File: src/rtl/traffic_light_ctrl.sv
// ============================================================================
// traffic_light_ctrl
// ----------------------------------------------------------------------------
// Two-approach actuated traffic-light controller. A prescaler divides the
// board clock down to a one-clock timing tick. All phase timing advances on
// that tick. Greens gap out when the own-approach sensor drops after the
// minimum green. They max out after T_GREEN_MAX when cross demand persists.
// With no opposing demand the current green rests indefinitely.
// Pedestrian buttons are latched on any clock. A latched request both
// creates demand and arms the walk signal of the next matching green.
//
// Ports
//   CLK     in   board clock (the only clock)
//   RST     in   asynchronous, active-high reset
//   SA, SB  in   vehicle present on approach A / B (sampled on tick only)
//   PBTN_A  in   pedestrian request parallel to A (latched, any width)
//   PBTN_B  in   pedestrian request parallel to B
//   A, B    out  lights: 2'b00 red, 2'b01 yellow, 2'b10 green
//   PA, PB  out  walk signals parallel to A / B
//   PHASE   out  current state code (debug)
//   TICK    out  one-clock timing tick (debug)
// All outputs come straight from flops.
// ============================================================================
module traffic_light_ctrl #(
   parameter int unsigned TICK_DIV    = 50_000_000,
   parameter int unsigned T_GREEN_MIN = 5,
   parameter int unsigned T_GREEN_MAX = 30,
   parameter int unsigned T_YELLOW    = 3,
   parameter int unsigned T_ALLRED    = 1,
   parameter int unsigned T_WALK      = 4,
   parameter int unsigned CNT_W       = 8
) (
   input  logic       CLK,
   input  logic       RST,
   input  logic       SA,
   input  logic       SB,
   input  logic       PBTN_A,
   input  logic       PBTN_B,
   output logic [1:0] A,
   output logic [1:0] B,
   output logic       PA,
   output logic       PB,
   output logic [2:0] PHASE,
   output logic       TICK
);

   // ------------------------------------------------------------------------
   // Constants
   // ------------------------------------------------------------------------
   localparam int unsigned PCNT_W = (TICK_DIV > 1) ? $clog2(TICK_DIV) : 1;
   // Elapsed count is one bit wider so tcnt+1 never wraps at saturation.
   localparam int unsigned EL_W   = CNT_W + 1;

   localparam logic [PCNT_W-1:0] PCNT_LAST = PCNT_W'(TICK_DIV - 1);
   localparam logic [PCNT_W-1:0] PCNT_ZERO = {PCNT_W{1'b0}};
   localparam logic [PCNT_W-1:0] PCNT_ONE  = PCNT_W'(1);

   localparam logic [EL_W-1:0]   EL_ONE    = EL_W'(1);
   localparam logic [EL_W-1:0]   EL_GMIN   = EL_W'(T_GREEN_MIN);
   localparam logic [EL_W-1:0]   EL_GMAX   = EL_W'(T_GREEN_MAX);
   localparam logic [EL_W-1:0]   EL_YEL    = EL_W'(T_YELLOW);
   localparam logic [EL_W-1:0]   EL_ARED   = EL_W'(T_ALLRED);

   localparam logic [CNT_W-1:0]  TC_ZERO   = {CNT_W{1'b0}};
   localparam logic [CNT_W-1:0]  TC_ONE    = CNT_W'(1);
   localparam logic [CNT_W-1:0]  TC_SAT    = CNT_W'(T_GREEN_MAX);
   localparam logic [CNT_W-1:0]  TC_WALK   = CNT_W'(T_WALK);

   // State codes are visible on PHASE and must stay stable.
   localparam logic [2:0] ST_ALLRED_BA = 3'd0;
   localparam logic [2:0] ST_A_GREEN   = 3'd1;
   localparam logic [2:0] ST_A_YELLOW  = 3'd2;
   localparam logic [2:0] ST_ALLRED_AB = 3'd3;
   localparam logic [2:0] ST_B_GREEN   = 3'd4;
   localparam logic [2:0] ST_B_YELLOW  = 3'd5;

   localparam logic [1:0] LAMP_RED     = 2'b00;
   localparam logic [1:0] LAMP_YELLOW  = 2'b01;
   localparam logic [1:0] LAMP_GREEN   = 2'b10;

   // ------------------------------------------------------------------------
   // Helpers
   // ------------------------------------------------------------------------
   // Lamp for one approach given the state and that approach's own codes.
   // Anything that is not the approach's own green/yellow shows red, which
   // keeps the opposing approach red by construction.
   function automatic logic [1:0] lamp_decode(input logic [2:0] st,
                                              input logic [2:0] st_green,
                                              input logic [2:0] st_yellow);
      logic [1:0] lamp;
      if (st == st_green) begin
         lamp = LAMP_GREEN;
      end else if (st == st_yellow) begin
         lamp = LAMP_YELLOW;
      end else begin
         lamp = LAMP_RED;
      end
      return lamp;
   endfunction

   // Green may end once the minimum has run, someone is waiting across, and
   // either the own approach is empty (gap-out) or the maximum is reached.
   function automatic logic green_done(input logic [EL_W-1:0] elapsed,
                                       input logic            opp_demand,
                                       input logic            own_sensor);
      return (elapsed >= EL_GMIN) && opp_demand &&
             (!own_sensor || (elapsed >= EL_GMAX));
   endfunction

   // ------------------------------------------------------------------------
   // Registers and next-state signals
   // ------------------------------------------------------------------------
   logic [PCNT_W-1:0] pcnt_r,   pcnt_nx_s;
   logic              tick_r,   tick_nx_s;
   logic [2:0]        state_r,  state_nx_s;
   logic [CNT_W-1:0]  tcnt_r,   tcnt_nx_s;
   logic              req_a_r,  req_a_nx_s;
   logic              req_b_r,  req_b_nx_s;
   logic              walk_a_r, walk_a_nx_s;
   logic              walk_b_r, walk_b_nx_s;
   logic [1:0]        a_r,      a_nx_s;
   logic [1:0]        b_r,      b_nx_s;
   logic              pa_r,     pa_nx_s;
   logic              pb_r,     pb_nx_s;

   logic [EL_W-1:0]   elapsed_s;
   logic              demand_a_s;
   logic              demand_b_s;
   logic              enter_a_s;
   logic              enter_b_s;
   logic              state_chg_s;

   // ------------------------------------------------------------------------
   // Prescaler
   // ------------------------------------------------------------------------
   // Next prescaler count and the registered tick that marks its last value.
   always_comb begin
      pcnt_nx_s = pcnt_r;
      if (pcnt_r == PCNT_LAST) begin
         pcnt_nx_s = PCNT_ZERO;
      end else begin
         pcnt_nx_s = pcnt_r + PCNT_ONE;
      end
      // Registering the compare on the next count keeps TICK aligned with
      // the cycle in which pcnt holds its last value.
      tick_nx_s = (pcnt_nx_s == PCNT_LAST);
   end

   // Prescaler and tick flops.
   always_ff @(posedge CLK or posedge RST) begin
      if (RST) begin
         pcnt_r <= PCNT_ZERO;
         tick_r <= 1'b0;
      end else begin
         pcnt_r <= pcnt_nx_s;
         tick_r <= tick_nx_s;
      end
   end

   // ------------------------------------------------------------------------
   // Phase sequencing
   // ------------------------------------------------------------------------
   // Elapsed ticks including the current one, plus latched demand.
   always_comb begin
      elapsed_s  = {1'b0, tcnt_r} + EL_ONE;
      demand_a_s = SA | req_a_r;
      demand_b_s = SB | req_b_r;
   end

   // Next phase; only a tick may move the state.
   always_comb begin
      state_nx_s = state_r;
      if (tick_r) begin
         case (state_r)
            ST_ALLRED_BA: begin
               if (elapsed_s >= EL_ARED) begin
                  state_nx_s = ST_A_GREEN;
               end else begin
                  state_nx_s = state_r;
               end
            end
            ST_A_GREEN: begin
               if (green_done(elapsed_s, demand_b_s, SA)) begin
                  state_nx_s = ST_A_YELLOW;
               end else begin
                  state_nx_s = state_r;
               end
            end
            ST_A_YELLOW: begin
               if (elapsed_s >= EL_YEL) begin
                  state_nx_s = ST_ALLRED_AB;
               end else begin
                  state_nx_s = state_r;
               end
            end
            ST_ALLRED_AB: begin
               if (elapsed_s >= EL_ARED) begin
                  state_nx_s = ST_B_GREEN;
               end else begin
                  state_nx_s = state_r;
               end
            end
            ST_B_GREEN: begin
               if (green_done(elapsed_s, demand_a_s, SB)) begin
                  state_nx_s = ST_B_YELLOW;
               end else begin
                  state_nx_s = state_r;
               end
            end
            ST_B_YELLOW: begin
               if (elapsed_s >= EL_YEL) begin
                  state_nx_s = ST_ALLRED_BA;
               end else begin
                  state_nx_s = state_r;
               end
            end
            default: begin
               // Unused codes fall back to a safe all-red state.
               state_nx_s = ST_ALLRED_BA;
            end
         endcase
      end else begin
         state_nx_s = state_r;
      end
   end

   // Phase timer: clears on any state change, counts ticks, saturates.
   always_comb begin
      state_chg_s = (state_nx_s != state_r);
      tcnt_nx_s   = tcnt_r;
      if (state_chg_s) begin
         tcnt_nx_s = TC_ZERO;
      end else if (tick_r && (tcnt_r < TC_SAT)) begin
         tcnt_nx_s = tcnt_r + TC_ONE;
      end else begin
         tcnt_nx_s = tcnt_r;
      end
   end

   // State and phase timer flops.
   always_ff @(posedge CLK or posedge RST) begin
      if (RST) begin
         state_r <= ST_ALLRED_BA;
         tcnt_r  <= TC_ZERO;
      end else begin
         state_r <= state_nx_s;
         tcnt_r  <= tcnt_nx_s;
      end
   end

   // ------------------------------------------------------------------------
   // Pedestrian requests and walk arming
   // ------------------------------------------------------------------------
   // On entry to a green the request is consumed (a press in that same clock
   // is consumed too) and the walk flag is armed from request-or-press.
   always_comb begin
      enter_a_s = (state_nx_s == ST_A_GREEN) && (state_r != ST_A_GREEN);
      enter_b_s = (state_nx_s == ST_B_GREEN) && (state_r != ST_B_GREEN);

      req_a_nx_s  = req_a_r;
      walk_a_nx_s = walk_a_r;
      if (enter_a_s) begin
         req_a_nx_s  = 1'b0;
         walk_a_nx_s = req_a_r | PBTN_A;
      end else if (PBTN_A) begin
         req_a_nx_s  = 1'b1;
         walk_a_nx_s = walk_a_r;
      end else begin
         req_a_nx_s  = req_a_r;
         walk_a_nx_s = walk_a_r;
      end

      req_b_nx_s  = req_b_r;
      walk_b_nx_s = walk_b_r;
      if (enter_b_s) begin
         req_b_nx_s  = 1'b0;
         walk_b_nx_s = req_b_r | PBTN_B;
      end else if (PBTN_B) begin
         req_b_nx_s  = 1'b1;
         walk_b_nx_s = walk_b_r;
      end else begin
         req_b_nx_s  = req_b_r;
         walk_b_nx_s = walk_b_r;
      end
   end

   // Request and walk-arm flops.
   always_ff @(posedge CLK or posedge RST) begin
      if (RST) begin
         req_a_r  <= 1'b0;
         req_b_r  <= 1'b0;
         walk_a_r <= 1'b0;
         walk_b_r <= 1'b0;
      end else begin
         req_a_r  <= req_a_nx_s;
         req_b_r  <= req_b_nx_s;
         walk_a_r <= walk_a_nx_s;
         walk_b_r <= walk_b_nx_s;
      end
   end

   // ------------------------------------------------------------------------
   // Output decode
   // ------------------------------------------------------------------------
   // Outputs are decoded from the next register values and then registered,
   // so they change on exactly the same edge as the state they describe.
   always_comb begin
      a_nx_s  = lamp_decode(state_nx_s, ST_A_GREEN, ST_A_YELLOW);
      b_nx_s  = lamp_decode(state_nx_s, ST_B_GREEN, ST_B_YELLOW);
      pa_nx_s = (state_nx_s == ST_A_GREEN) && walk_a_nx_s &&
                (tcnt_nx_s < TC_WALK);
      pb_nx_s = (state_nx_s == ST_B_GREEN) && walk_b_nx_s &&
                (tcnt_nx_s < TC_WALK);
   end

   // Output flops.
   always_ff @(posedge CLK or posedge RST) begin
      if (RST) begin
         a_r  <= LAMP_RED;
         b_r  <= LAMP_RED;
         pa_r <= 1'b0;
         pb_r <= 1'b0;
      end else begin
         a_r  <= a_nx_s;
         b_r  <= b_nx_s;
         pa_r <= pa_nx_s;
         pb_r <= pb_nx_s;
      end
   end

   assign A     = a_r;
   assign B     = b_r;
   assign PA    = pa_r;
   assign PB    = pb_r;
   assign PHASE = state_r;
   assign TICK  = tick_r;

endmodule
File: config.mk
export PLATFORM = sky130hd
export DESIGN_NAME = traffic_light_ctrl
export DESIGN_NICKNAME = d
export VERILOG_FILES = /design/src/rtl/traffic_light_ctrl.sv
export SDC_FILE = /design/constraint.sdc
export NUM_CORES = 1
export LEC_CHECK = 0
export CORE_ASPECT_RATIO = 1.25
export CORE_UTILIZATION = 59
export DETAILED_ROUTE_END_ITERATION = 8
export GPL_TIMING_DRIVEN = 1
export PLACE_DENSITY_LB_ADDON = 0.08
export SETUP_SLACK_MARGIN = 0.2
export SLEW_MARGIN = 20
export SYNTH_ARGS = -nofsm -noshare
export SYNTH_HDL_FRONTEND = slang
export SYNTH_SLANG_ARGS = --single-unit
File: constraint.sdc
create_clock -name CLK -period 3.64 [get_ports CLK]
set_input_delay 0.364 -clock CLK [delete_from_list [all_inputs] [get_ports CLK]]
set_output_delay 0.364 -clock CLK [all_outputs]
set_load 0.01 [all_outputs]
# Word level (Yosys, flattened, before mapping)
# Index checks and enable logic that the tools add are counted.
word_totals:
  reg_bits: 48
  output_inout_bits: 10
  elab_cells: 78
  inputBits: 6
classes:
  n_lt_le_gt_ge: 6
  bitwise_logic: 4
  muxes: 21
  reduce_logical: 18
  n_addsub: 3
  eq_ne: 14
op_table:
  columns: ["op", "count"]
  rows:
  - ["26-bit == test, second input constant", 2]
  - ["26-bit by 1-bit adder with 26-bit output, second input constant", 1]
  - ["26-bit 2-to-1 mux", 1]
  - ["3-bit 2-to-1 mux", 7]
  - ["3-bit case mux with 6 select lines", 1]
  - ["8-bit 2-to-1 mux", 2]
  - ["3-bit == test, second input constant", 4]
  - ["1-bit logical AND", 11]
  - ["8-bit by 1-bit adder with 9-bit output, second input constant", 1]
  - ["3-bit by 2-bit == test with 1-bit output, second input constant", 3]
  - ["9-bit by 1-bit >= comparator with 1-bit output, second input constant", 1]
  - ["9-bit by 2-bit >= comparator with 1-bit output, second input constant", 1]
  - ["9-bit by 3-bit >= comparator with 1-bit output, second input constant", 1]
  - ["9-bit by 5-bit >= comparator with 1-bit output, second input constant", 1]
  - ["8-bit by 1-bit adder with 8-bit output, second input constant", 1]
  - ["8-bit by 3-bit less-than comparator with 1-bit output, second input constant", 1]
  - ["8-bit by 5-bit less-than comparator with 1-bit output, second input constant", 1]
  - ["1-bit 2-to-1 mux", 8]
  - ["3-bit by 1-bit == test with 1-bit output, second input constant", 2]
  - ["2-bit 2-to-1 mux", 2]
  - ["1-bit OR", 4]
  - ["2-bit nonzero test", 2]
  - ["3-bit logical NOT", 1]
  - ["3-bit by 1-bit inequality test with 1-bit output, second input constant", 1]
  - ["other kinds (4)", 6]

# Depth between registers and ports, before layout
depth:
  ltp_word: 12
  depth_mapped: 11

# Least setup slack after synthesis
# No wires, ideal clock.
synth_timing:
  path_kind: "register to register"
  from: "register tcnt_r[1]"
  to: "register walk_a_r"
  synth_period_minus_slack_ps: 2730
  path_slack_ps: 910
  required_time_ps: 3561
  t_arrival_ps: 2651
  path_stages_with_launch: 10
  setup_time_ps: 79
  cell_sequence: "dfrtp_1 -> ha_1 -> buf_2 -> nor4b_1 -> nand4_1 -> a2111oi_4 -> nand4_1 -> a311o_1 -> a211oi_2 -> mux2i_1"
synth_via:
  elab_chain_len: 10
  elab_cells_between_ends: 22
  cone_classes: "1 x add/sub; 4 x order compare; 1 x eq/ne; 9 x mux; 7 x reduce/logical"
synth_lines:
  columns: ["item", "line", "source"]
  rows:
  - ["start: declaration", "116", "logic [CNT_W-1:0] tcnt_r, tcnt_nx_s;"]
  - ["start signal: assignment", "247", "tcnt_r <= tcnt_nx_s;"]
  - ["8-bit by 1-bit adder with 9-bit output (*)", "165", "elapsed_s = {1'b0, tcnt_r} + EL_ONE;"]
  - ["9-bit by 3-bit >= comparator with 1-bit output or 9-bit by 5-bit >= comparator with 1-bit output (tied branches)", "106, 107", null]
  - ["1-bit logical AND or 1-bit logical OR (tied branches)", "106, 107", null]
  - ["1-bit logical AND", "106", "return (elapsed >= EL_GMIN) && opp_demand &&"]
  - ["3-bit 2-to-1 mux (on tied branches)", "204, 183", null]
  - ["3-bit case mux with 6 select lines (*)", "174", "case (state_r)"]
  - ["3-bit 2-to-1 mux (*)", "173", "if (tick_r) begin"]
  - ["3-bit by 1-bit == test with 1-bit output (*)", "257", "enter_a_s = (state_nx_s == ST_A_GREEN) && (state_r != ST_A_GREEN);"]
  - ["1-bit logical AND (*)", "257", null]
  - ["1-bit 2-to-1 mux (*)", "262", "if (enter_a_s) begin"]
  - ["net walk_a_nx_s", "119", "logic walk_a_r, walk_a_nx_s;"]
  - ["end signal: assignment", "297", "walk_a_r <= walk_a_nx_s;"]
  - ["end: declaration", "119", null]
# Mark *: on every way through the listed nets, which the timed path passes. The rest lies on a longest branch.
# A chain may end at the register's enable or synchronous reset.

# Final worst setup path
layout_timing:
  from: "register tcnt_r[0]"
  to: "register walk_a_r"
layout_via:
  elab_chain_len: 10
  elab_cells_between_ends: 22
  cone_classes: "1 x add/sub; 4 x order compare; 1 x eq/ne; 9 x mux; 7 x reduce/logical"
layout_lines:
  columns: ["item", "line", "source"]
  rows:
  - ["8-bit by 1-bit adder with 9-bit output (*)", "165", null]
  - ["9-bit by 3-bit >= comparator with 1-bit output or 9-bit by 5-bit >= comparator with 1-bit output (tied branches)", "106, 107", null]
  - ["1-bit logical AND or 1-bit logical OR (tied branches)", "106, 107", null]
  - ["1-bit logical AND", "106", null]
  - ["3-bit 2-to-1 mux (on tied branches)", "204, 183", null]
  - ["3-bit case mux with 6 select lines (*)", "174", null]
  - ["3-bit 2-to-1 mux (*)", "173", null]
  - ["net state_nx_s[2]", "115", "logic [2:0] state_r, state_nx_s;"]
  - ["3-bit by 1-bit == test with 1-bit output (*)", "257", null]
  - ["1-bit logical AND (*)", "257", null]
  - ["1-bit 2-to-1 mux (*)", "262", null]
  - ["net walk_a_nx_s", "119", null]
# Marked as above.

==> results.md <==
* Final worst-path cycle share at 0.864
* Chip width at between 60 and 70 µm
* Avg Cell Area, Syn at 9.40 µm²
* Final Skew at 10.1 ps
* Clock sinks at 48
* Synth warn at 0
* RSZ-0062 raised after global routing: no
* Setup WS pre-CTS at 499 ps
* DRT iter0 DRCs at 186
* Final hold violations at 0
* Slew HR at 0.461
* Cts bufs inserted at 5
* Fmax at ~320 MHz
* Top cell type's share of synthesized area at 0.450
* Post-DR wirelength/cell at 15.6 µm
* Net count, final at 310
* Slew @ Worst Pin at between 800 and 900 ps
* Post-CTS setup repair buffer count at 0
* Worst Setup Start Kind: register
* Fill cells at 360
* H-Tree Depth at 2
* CTS Hold Bufs at 0
* Max clock buf depth at 2
* Sequential share of the synthesized area at 0.450
* FP Rows at 27
* Setup-failing EPs final at 0
* WHS at 495 ps
* Commonest cells post-synth: dfrtp_1 (48), nor2_1 (35), nand3_1 (22), nand2_1 (20), xnor2_1 (16)
* Crit-path max FO at 10
* Clk pin slew, worst setup/hold paths at 90 ps
* Clk root buf: clkbuf_8
* Starting Density at 0.613
* Buffers on Ports at 15
* Status: complete, no violations
* Cell Pwr Density at 336 nW/µm²
* Final Critical Period at 3140 ps
* Worst Path Arrival at around 3400 ps
* Worst path cell trace: ha_1 > nor4b_1 > nand4_1 > a2111oi_4 > a2111o_1 > nand3_1 > nand3b_1 > a211oi_2 > mux2i_1
* Cell with the most instances after synthesis: dfrtp_1
* Final WL at around 5600 µm
* I/O pin count at 16
* Via-to-Cell Ratio at 6.03
* Die Ht at 77.2 µm
* Leakage power at 1.23 nW
* Top_reg_cell synth: dfrtp_1
* Worst-skew pair later-pin latency at 300 ps
* DIE AREA at just under 5000 µm²
* Slowest Stage Delay on Critical Path at ~520 ps
* Vias in the first global route at 2,163
* First drt pass iteration count at 4
* Area growth, synth to finish at 12.6%
* Initial antenna violation count at 0
* CP Capture Type: register
* Top cells by area, synth: dfrtp_1 (45%), xnor2_1 (5.2%), nor2_1 (4.9%)
* Fin worst setup slack at 496 ps
* Distinct cells, synth at 53
* First-pass GRT wire length at roughly 9800 µm
* Routability cong. at 0.863
* Syn_nets at 295
* Slowest stage cell, crit path: a2111oi_4
* Antenna-violating nets left at 0
* Seq cells post-synth at 48
* Largest net degree at the start of global routing at 49
* Area leader, netlist: dfrtp_1
* Via count at between 2,000 and 2,500
* Setup CP Type: reg2reg
* HP Class: in2async
* CTS tree: yes
* EDFF count, synth at 0
* Detailed placement HPWL at 3990 µm
* GRT Total Usage at 0.259
* Core Area at 4360 µm²
* Total grt overflow at 0
* Share of layout cells above drive strength 1 at 0.0667
* Max-cap violations at 0
* Pwr Total at 0.00101 W
* VDD IR-drop max at 344 µV
* Post-synthesis cell area at between 2000 and 3000 µm²
* Post-CTS sizing at 0
* Ys async rst share at 1.00
* DRC viols at 0
* Slew Limit Fails at 0
* Syn Inst Count at approximately 280
* Worst EP required at 3870 ps
* Setup TNS at 0 ps
* Antenna fix cells at 0
## sequential cells by signal (all words and copies together) (netlist names)
register,flops
PA,1
B,2
req_b_r,1
tcnt_r,8
walk_a_r,1
A,2
pcnt_r,26
req_a_r,1
walk_b_r,1
PHASE,3
TICK,1
PB,1
## logic make-up after synthesis
logic type,Yosys count,share of synthesized area
compound gates,45,0.116
xor+xnor,28,0.0918
fa+ha+maj,5,0.0234
buf+inv,19,0.0309
flops,48,0.450
mux,3,0.0117
simple gates,136,0.276
## worst max-delay path, delay by kind of cell, from the launching register on
kind	cells	cell delay, ps
multiplexers	1	210
AO/OA/AOI/OAI	3	1050
AND/OR/NAND/NOR	4	940
flip-flops	1	510
adder cells (fa/ha/maj)	1	350
## stage by stage
| step | area, µm² | instances | util |
|---|---|---|---|
| 2_1_floorplan | 2670 | 284 | - |
| 3_3_place_gp | 2860 | 350 | 0.656 |
| 3_5_place_dp | 2860 | 350 | 0.656 |
| 4_1_cts | 3000 | 358 | 0.688 |
| 5_1_grt | 3010 | 358 | 0.690 |
| 6_report | 3010 | 358 | 0.690 |
## final cells by class
cell class / instances / area (µm²) / share of cell area
Multi-Input combinational cell: 217 / 1390 / 0.464
Sequential cell: 48 / 1200 / 0.400
Timing Repair Buffer: 16 / 158 / 0.0525
Tap cell: 58 / 72.6 / 0.0241
Clock buffer: 5 / 68.8 / 0.0229
Clock inverter: 3 / 68.8 / 0.0229
Inverter: 11 / 42.5 / 0.0142
## report_power, final
part           leakage, nW  internal [W]  switching (W)
Combinational        0.537    0.00000572      0.0000118
Sequential           0.628      0.000533    0.000000146
Clock               0.0687      0.000276       0.000183
## layer usage
metal / GRT usage / part of all wire / up-vias / wire, µm
li1: - / - / 1044 / -
met1: 0.312 / 0.41 / 1054 / 2320
met2: 0.455 / 0.53 / 48 / 2990
met3: 0.0357 / 0.030 / 11 / 166
met4: 0.119 / 0.022 / 0 / 124
met5: 0 / 0 / - / 0
## cells in the final DEF (no fill, tap or decap), drive strengths merged, types with 4 or more instances in the layout
master / Yosys / routed
nand3: 22 / 22
nand4: 9 / 9
nand4b: 4 / 4
nand2: 20 / 20
ha: 5 / 5
xnor2: 16 / 16
a31oi: 4 / 4
dfrtp: 48 / 48
nor2b: 5 / 5
nor2: 36 / 36
a21oi: 11 / 11
xor2: 12 / 12
inv: 11 / 11
clkbuf: 3 / 5
nor3: 11 / 11
clkdlybuf4s50: 0 / 15
o21ai: 13 / 13
## path summary, 6_finish.rpt
kind	from	to	slack, ps	depth (start not counted)
hold reg to reg	walk_b_r	walk_b_r	520	1
setup reg to reg	tcnt_r[0]	walk_a_r	500	9
min in group CLK	walk_b_r	walk_b_r	520	1
setup / recovery	tcnt_r[0]	walk_a_r	500	9
max in group asynchronous	RST	pcnt_r[11]	2640	2
hold / removal	RST	pcnt_r[15]	490	2
Note: power is estimated with default switching activity, not from simulation.
